### src/rtl/inst_fetch.sv
// inst_fetch: instruction fetch initiator for the single-cycle CPU.
// Holds the PC, drives the instruction memory's active-low read strobe and
// byte address, captures the returned big-endian word and presents it to
// decode through a valid/ready handshake. Redirects restart fetch at a new
// PC. An illegal fetch address (misaligned or past the end of memory) parks
// the block in a sticky fault state that only reset clears.
//
// Ports:
//   clk         in   rising-edge clock
//   nrst        in   asynchronous active-low reset
//   nrd         out  memory read strobe, active-low
//   addr        out  byte address of the word being read
//   dataIn      in   memory word, byte at addr in [31:24]
//   inst        out  captured instruction
//   instPC      out  address inst was fetched from
//   instValid   out  inst/instPC valid for decode
//   instReady   in   decode accepts inst this cycle
//   redirect    in   load redirectPC and restart fetch
//   redirectPC  in   redirect target
//   fault       out  sticky fetch-address error
module inst_fetch #(
  parameter logic [31:0] RESET_PC    = 32'h0000_0000,
  parameter int          MEM_BYTES   = 100,
  parameter int          WAIT_CYCLES = 0
) (
  input  logic        clk,
  input  logic        nrst,
  output logic        nrd,
  output logic [31:0] addr,
  input  logic [31:0] dataIn,
  output logic [31:0] inst,
  output logic [31:0] instPC,
  output logic        instValid,
  input  logic        instReady,
  input  logic        redirect,
  input  logic [31:0] redirectPC,
  output logic        fault
);

  localparam logic [1:0] START = 2'd0;
  localparam logic [1:0] FETCH = 2'd1;
  localparam logic [1:0] HOLD  = 2'd2;
  localparam logic [1:0] FAULT = 2'd3;

  localparam logic [2:0]  WAITC    = 3'(WAIT_CYCLES);
  localparam logic [32:0] LAST_BYTE = 33'(MEM_BYTES - 1);

  logic [1:0]  state;
  logic [31:0] pc;
  logic [2:0]  cnt;

  // Word-aligned and the whole word fits in memory. Done in 33 bits so a PC
  // near 2^32 cannot wrap around and look legal.
  function automatic logic legal(input logic [31:0] a);
    logic [32:0] last;
    last = {1'b0, a} + 33'd3;
    return (a[1:0] == 2'b00) && (last <= LAST_BYTE);
  endfunction

  always_ff @(posedge clk or negedge nrst) begin
    if (!nrst) begin
      state     <= START;
      pc        <= RESET_PC;
      cnt       <= 3'd0;
      nrd       <= 1'b1;
      addr      <= 32'd0;
      inst      <= 32'd0;
      instPC    <= 32'd0;
      instValid <= 1'b0;
      fault     <= 1'b0;
    end else if (redirect && state != FAULT) begin
      // Redirect beats everything: drop any in-flight read or held
      // instruction (a same-edge handshake is simply absorbed).
      instValid <= 1'b0;
      cnt       <= 3'd0;
      if (legal(redirectPC)) begin
        pc    <= redirectPC;
        addr  <= redirectPC;
        nrd   <= 1'b0;
        state <= FETCH;
      end else begin
        fault <= 1'b1;
        nrd   <= 1'b1;
        state <= FAULT;
      end
    end else begin
      case (state)
        START: begin
          if (legal(RESET_PC)) begin
            pc    <= RESET_PC;
            addr  <= RESET_PC;
            nrd   <= 1'b0;
            cnt   <= 3'd0;
            state <= FETCH;
          end else begin
            fault <= 1'b1;
            nrd   <= 1'b1;
            state <= FAULT;
          end
        end
        FETCH: begin
          if (cnt != WAITC) begin
            cnt <= cnt + 3'd1;
          end else begin
            inst      <= dataIn;
            instPC    <= pc;
            instValid <= 1'b1;
            nrd       <= 1'b1;
            pc        <= pc + 32'd4;
            state     <= HOLD;
          end
        end
        HOLD: begin
          // pc already points at the next word; its legality decides
          // whether the next read is issued or the block faults.
          if (instReady) begin
            instValid <= 1'b0;
            cnt       <= 3'd0;
            if (legal(pc)) begin
              addr  <= pc;
              nrd   <= 1'b0;
              state <= FETCH;
            end else begin
              fault <= 1'b1;
              nrd   <= 1'b1;
              state <= FAULT;
            end
          end
        end
        default: begin
          // FAULT: sticky until reset; inst/instPC keep their last values.
          fault     <= 1'b1;
          nrd       <= 1'b1;
          instValid <= 1'b0;
        end
      endcase
    end
  end

endmodule

### config.mk
export PLATFORM = sky130hd
export DESIGN_NAME = inst_fetch
export DESIGN_NICKNAME = d
export VERILOG_FILES = /design/src/rtl/inst_fetch.sv
export SDC_FILE = /design/constraint.sdc
export NUM_CORES = 1
export LEC_CHECK = 0
export BUFFER_PORTS_ARGS = -buffer_cell sky130_fd_sc_hd__buf_2
export CORE_AREA = 2 2 149 137
export DETAILED_ROUTE_END_ITERATION = 10
export DIE_AREA = 0 0 151 139
export HOLD_SLACK_MARGIN = 0.06
export PLACE_DENSITY_LB_ADDON = 0.3
export REMOVE_ABC_BUFFERS = 1
export SETUP_SLACK_MARGIN = 0.02
export SLEW_MARGIN = 15
export SYNTH_ARGS = -nofsm -noshare
export SYNTH_HDL_FRONTEND = slang
export SYNTH_SLANG_ARGS = --single-unit
### constraint.sdc
create_clock -name clk -period 3.79 [get_ports clk]
set_clock_uncertainty 0.2 [all_clocks]
set_input_delay 0.379 -clock clk [delete_from_list [all_inputs] [get_ports clk]]
set_output_delay 0.379 -clock clk [all_outputs]
set_load 0.02 [all_outputs]
==> impl_metrics.yaml, run 1 <==
global_route:
  antenna_found_initial: 0
  overflow: 0
  grt_pass1_vias: 6902
  grt_usage_pct: 23.2
  grt_pass1_wl_um: 37900
  grt_max_degree: 90
sta:
  rsz0062_at_grt: "no"
  layout_min_cycle_time_ps: 3640
  hold_violations: 0
  drv_slew: 0
  fin_crit_sh_pct: 95.9
  finalSetupViolations: 0
  tightest_slew_ps: 896
  fin_tns_setup_ps: 0
  fmax_ghz: 0.275
  slew_headroom_pct: 40.3
pwr:
  powerDensity_mw_per_mm2: 776
  p_int_mw: 4.54
  p_sw_mw: 3.33
  seq_power_share_pct: 30.5
  pwr-share-clk_pct: 21.3
  ir_worst_vdd_v: 0.000492
  leakage_nw: 4.60
  switching_share_pct: 42.3
  comb_power_share_pct: 48.2
hold_path:
  hold_class: "primary input to flip-flop"
place:
  port_buffers: 166
  dp_hpwl_um: 17400
  dp_cells: 1238
  gp_congestion: 0.927
drt:
  met3WireLength_um: 2010
  route.antenna.remaining_nets: 0
  drt-initial-drc-count: 756
  top_signal_layer_used: "met4"
  viasPerCell: 5.58
  drc: 0
  via_count: 7286
  met1_length_um: 10900
  drt_first_pass_iters: 5
  wl_met2_um: 10800
  wl_um: 24100
  avgRoutedWirePerCell_um: 18.5
layout:
  fin_cells: 1305
  fillers: 1820
  syn_to_final_growth_pct: 32.8
  fin_nets: 1116
  drive_gt1_share_pct: 35.1
  mostFrequentLayoutCell: "buf_2"
  antenna_cells: 0
  final_cell_mix: "165 x buf_2, 135 x dfrtp_1, 81 x buf_4"
floorplanning:
  die_x_um: 151
  io_pins: 167
  dieArea_mm2: 0.0210
  row_count: 49
  core_area_mm2: 0.0195
  start_util_pct: 39.1
  die_height_um: 139
synth:
  synth_flop_cell: "dfrtp_1"
  seq_area_frac_synth_pct: 44.6
  synth_edf_count: 0
  syn_inst: 794
  synthTopCellsByArea: "dfrtp_1 44%, mux2_2 9.3%, nand2_1 3.7%"
  async_flop_share_pct: 100
  syn-cell-area_mm2: 0.00763
  synth_top_area_share_pct: 44.3
  synth_warnings: 0
  yosys_register_bits: 136
  yosys.area.top_type: "dfrtp_1"
  syn_avg_cell_area_um2: 9.61
  ys_types: 65
clock_network:
  post_cts_buffers: 0
  clock_latency_ps: 430
  tritoncts: "done"
  cts_made_buffers: 17
  clockBufferDepth: 2
  clock_sink_count: 136
  cts_root_buf: "clkbuf_16"
  h-tree-depth: 4
  clkTransAtPathRegs_ps: 60
run:
  drv_cap: 0
setup_path:
  cp.arrival_ps: 3750
  start_kind: "flip-flop"
  worstPathRequired_ps: 3900
  crit_type: "flip-flop to flip-flop"
  cp_max_fo: 24
  reg2reg_slack_ps: 150
  end_kind: "flip-flop"
outcome:
  run_status: "completed"
-- worst max-delay path, cell delays in order (launching register included) --
cell	delay (ps)
dfrtp_1	410
inv_1	80
ha_1	250
buf_4	150
nand4b_1	220
xnor2_1	170
o21ai_0	410
nand4_1	170
or4_4	480
nor4_4	350
nor3_4	130
buf_8	180
mux2_4	300
-- cells in the mapped netlist (all sizes together), types with 2 or more instances --
cell / number
a21oi: 37
nor3b: 4
nor4bb: 2
xnor2: 9
o221ai: 23
and3: 5
or4: 10
nor2: 41
a311oi: 2
and4: 4
nand4: 21
dfrtp: 135
or3: 11
inv: 21
nand2b: 6
nand4b: 2
o21bai: 2
nor4b: 3
o22ai: 2
and2: 29
xor2: 4
nand2: 76
o2111a: 5
o2bb2ai: 5
a22o: 6
a31oi: 3
o2111ai: 4
nor4: 19
nor2b: 6
a32oi: 2
o21ai: 32
buf: 21
o211ai: 9
nor3: 38
a211oi: 6
a22oi: 5
o21a: 2
a211o: 4
clkbuf: 37
nand3: 37
ha: 11
or3b: 3
mux2: 68
o31ai: 5
or2: 6
-- sequential cells by signal, summed over array words and instances, names as in the netlist --
signal	flops
addr	32
instPC	32
inst	32
pc	32
cnt	3
state	2
fault	1
instValid	1
nrd	1
-- layer usage --
layer / up-vias / GRT usage, %
li1: 3437 / -
met1: 3484 / 33.3
met2: 331 / 35.6
met3: 34 / 5.13
met4: 0 / 5.85
met5: - / 0
-- power groups by stage --
stage,logic (mW),registers (mW),clock network (mW)
after floorplan,1.80,2.88,0
after global placement,3.68,2.39,0
after detailed placement,3.73,2.41,0
after CTS,3.77,2.39,1.72
after global routing,4.11,2.47,1.78
final,3.80,2.40,1.67
-- cell families after synthesis --
kind of cell | share of synthesized area [%]
AND/OR/NAND/NOR | 22.5
AO/OA/AOI/OAI | 14.8
adder cells (fa/ha/maj) | 1.80
XOR/XNOR | 1.49
multiplexers | 10.4
buffers and inverters | 4.36
flip-flops | 44.6
-- metrics by stage --
stage	utilization [%]	hold WS, ps	area, µm²	total power [mW]	setup slack, ps
global placement	47.0	260	9160	6.07	-72.4
floorplan	-	-117	7380	4.69	-2850
detailed placement	47.0	266	9160	6.14	-79.7
global route	52.0	182	10100	8.36	21.4
finish	52.0	145	10100	7.87	154
CTS	51.8	131	10100	7.88	57.6
-- layout make-up --
type	instances	area (µm²)	share of cell area (%)
Timing Repair Buffer	282	1800	17.8
Tap cell	255	319	3.15
Multi-Input combinational cell	579	3940	38.9
Sequential cell	136	3400	33.6
Clock inverter	14	163	1.60
Inverter	21	78.8	0.778
Clock buffer	18	429	4.23
-- what timing repair did --
| item | 4_1_cts | 5_1_grt |
|---|---|---|
| endpoints found under the hold margin | 120 | 0 |
| resized for setup | 0 | 4 |
| endpoints found under the setup margin | 0 | 24 |
| hold buffers | 34 | 0 |
-- worst paths after layout --
| kind | from | endpoint | cells past startpoint |
|---|---|---|---|
| max in group asynchronous | nrst | nrd$_DFFE_PN1P_ | 3 |
| min in group asynchronous | nrst | addr[17]$_DFFE_PN0P_ | 2 |
| worst min register to register | instPC[0]$_DFFE_PN0P_ | instPC[0]$_DFFE_PN0P_ | 2 |
| worst min-delay path | redirectPC[23] | pc[23]$_DFFE_PN0P_ | 3 |
| worst max register to register | pc[0]$_DFFE_PN0P_ | addr[7]$_DFFE_PN0P_ | 12 |
| worst max-delay path | pc[0]$_DFFE_PN0P_ | addr[7]$_DFFE_PN0P_ | 12 |
No activity file was read; power rests on OpenSTA's default activity.
==> inputs of run 2 (changes only) <==
--- a/config.mk
+++ b/config.mk
@@ -10,6 +10,7 @@
 export DETAILED_ROUTE_END_ITERATION = 10
 export DIE_AREA = 0 0 151 139
 export HOLD_SLACK_MARGIN = 0.06
+export MAX_ROUTING_LAYER = met4
 export PLACE_DENSITY_LB_ADDON = 0.3
 export REMOVE_ABC_BUFFERS = 1
 export SETUP_SLACK_MARGIN = 0.02
==> impl_metrics.yaml, run 2 (synthesis gave the netlist of run 1 again) <==
floorplanning:
  die_x_um: 151
  core_area_mm2: 0.0195
  die_height_um: 139
  io_pins: 167
  dieArea_mm2: 0.0210
  start_util_pct: 39.1
  row_count: 49
clock_network:
  post_cts_buffers: 0
  cts_root_buf: "clkbuf_16"
  clock_latency_ps: 430
  clock_sink_count: 136
  clockBufferDepth: 2
  h-tree-depth: 4
  cts_made_buffers: 17
  clkTransAtPathRegs_ps: 60
  tritoncts: "done"
global_route:
  grt_pass1_vias: 7180
  antenna_found_initial: 0
  overflow: 0
  grt_pass1_wl_um: 39300
  grt_usage_pct: 24.8
  grt_max_degree: 94
pwr:
  powerDensity_mw_per_mm2: 776
  p_int_mw: 4.58
  switching_share_pct: 41.8
  ir_worst_vdd_v: 0.000394
  leakage_nw: 4.59
  pwr-share-clk_pct: 21.4
  p_sw_mw: 3.29
  comb_power_share_pct: 48.0
  seq_power_share_pct: 30.6
drt:
  drt-initial-drc-count: 695
  drc: 0
  route.antenna.remaining_nets: 0
  viasPerCell: 5.71
  drt_first_pass_iters: 6
  avgRoutedWirePerCell_um: 18.8
  wl_um: 24500
  via_count: 7443
setup_path:
  cp_max_fo: 23
  end_kind: "flip-flop"
  worstPathRequired_ps: 3900
  start_kind: "flip-flop"
  crit_chain: "o2111ai_1, or4_1, o21ai_0, nand4_1, or4_4, nor4_4, nor3_4, buf_8, mux2_4"
  critPathMaxStageDelay_ps: 700
  crit_type: "flip-flop to flip-flop"
  cp.arrival_ps: 3680
  worst_path_max_delay_cell: "or4_1"
sta:
  fmax_ghz: 0.280
  finalSetupViolations: 0
  layout_min_cycle_time_ps: 3570
  setup_ws_ps: 215
  drv_slew: 0
  tightest_slew_ps: 901
  hold_violations: 0
  hold_ws_ps: 136
  slew_headroom_pct: 39.9
  rsz0062_at_grt: "no"
  fin_crit_sh_pct: 94.3
layout:
  antenna_cells: 0
  mostFrequentLayoutCell: "buf_2"
  final_cell_mix: "165 x buf_2, 134 x dfrtp_1, 82 x buf_4"
  fillers: 1818
  drive_gt1_share_pct: 35.1
  regArea_mm2: 0.00341
  syn_to_final_growth_pct: 32.7
  multi_input_area_mm2: 0.00393
  fin_nets: 1117
place:
  dpl_worst_slack_ps: -209
  gp_congestion: 0.945
  port_buffers: 166
  dp_hpwl_um: 17400
hold_path:
  hold_class: "primary input to flip-flop"
outcome:
  run_status: "completed"
run:
  drv_cap: 0
## run 2: cell count changes in the layout (fill, tap and decap cells not counted), sizes merged
cell	change
clkinv	-3
inv	-3
clkbuf	+2
clkinvlp	+2
buf	+1
## run 2: timing repair
action,in CTS,in global routing
hold buffers,34,0
setup endpoints to repair,0,6
endpoints found under the hold margin,124,0
resized for setup,0,4
## run 2: layer usage
layer  vias to the layer above  routed length (µm)  track usage, %
met2                       340               11100            37.0
met3                        41                1950            4.61
met1                      3626               11000            34.3
met4                         0                 494            7.33
li1                       3436                   -               -
met5                         -                   0               -
## run 2: path summary, 6_finish.rpt
path	startpoint	to	slack [ps]	cells past startpoint
worst max-delay path	pc[3]$_DFFE_PN0P_	addr[7]$_DFFE_PN0P_	220	9
worst min-delay path	redirectPC[31]	pc[31]$_DFFE_PN0P_	140	3
worst max register to register	pc[3]$_DFFE_PN0P_	addr[7]$_DFFE_PN0P_	220	9
worst min register to register	addr[14]$_DFFE_PN0P_	addr[14]$_DFFE_PN0P_	280	1
max in group asynchronous	nrst	nrd$_DFFE_PN1P_	2090	3
min in group asynchronous	nrst	addr[24]$_DFFE_PN0P_	390	2
## run 2: power groups by stage
stage / registers (mW) / clock network (mW) / logic (mW)
3_3_place_gp: 2.40 / 0 / 3.67
5_1_grt: 2.48 / 1.77 / 4.11
2_1_floorplan: 2.88 / 0 / 1.80
4_1_cts: 2.39 / 1.72 / 3.74
6_report: 2.41 / 1.68 / 3.77
3_5_place_dp: 2.41 / 0 / 3.70
## run 2: final cells by class
| class | instances | share of cell area, % |
|---|---|---|
| multi-input combinational | 579 | 38.8 |
| sequential | 136 | 33.6 |
| timing repair buffer | 283 | 17.9 |
| clock buffer | 20 | 4.61 |
| tap | 255 | 3.15 |
| clock inverter | 10 | 1.17 |
| inverter | 21 | 0.778 |
## run 2: worst max-delay path, delay by kind of cell (launching register included)
family / cells / cell delay (ps)
AO/OA/AOI/OAI: 2 / 510
buffers and inverters: 1 / 190
multiplexers: 1 / 300
AND/OR/NAND/NOR: 5 / 1810
flip-flops: 1 / 440
## run 2: metrics by stage
stage | power, mW | TNS [ps] | cell area [µm²] | cells | utilization (%)
6_report | 7.86 | 0 | 10100 | 1304 | 52.0
5_1_grt | 8.36 | 0 | 10100 | 1304 | 52.0
4_1_cts | 7.85 | 0 | 10100 | 1303 | 51.8
3_5_place_dp | 6.11 | -1360 | 9170 | 1239 | 47.0
3_3_place_gp | 6.06 | -155 | 9170 | 1239 | 47.0
2_1_floorplan | 4.69 | -151420 | 7380 | 736 | -
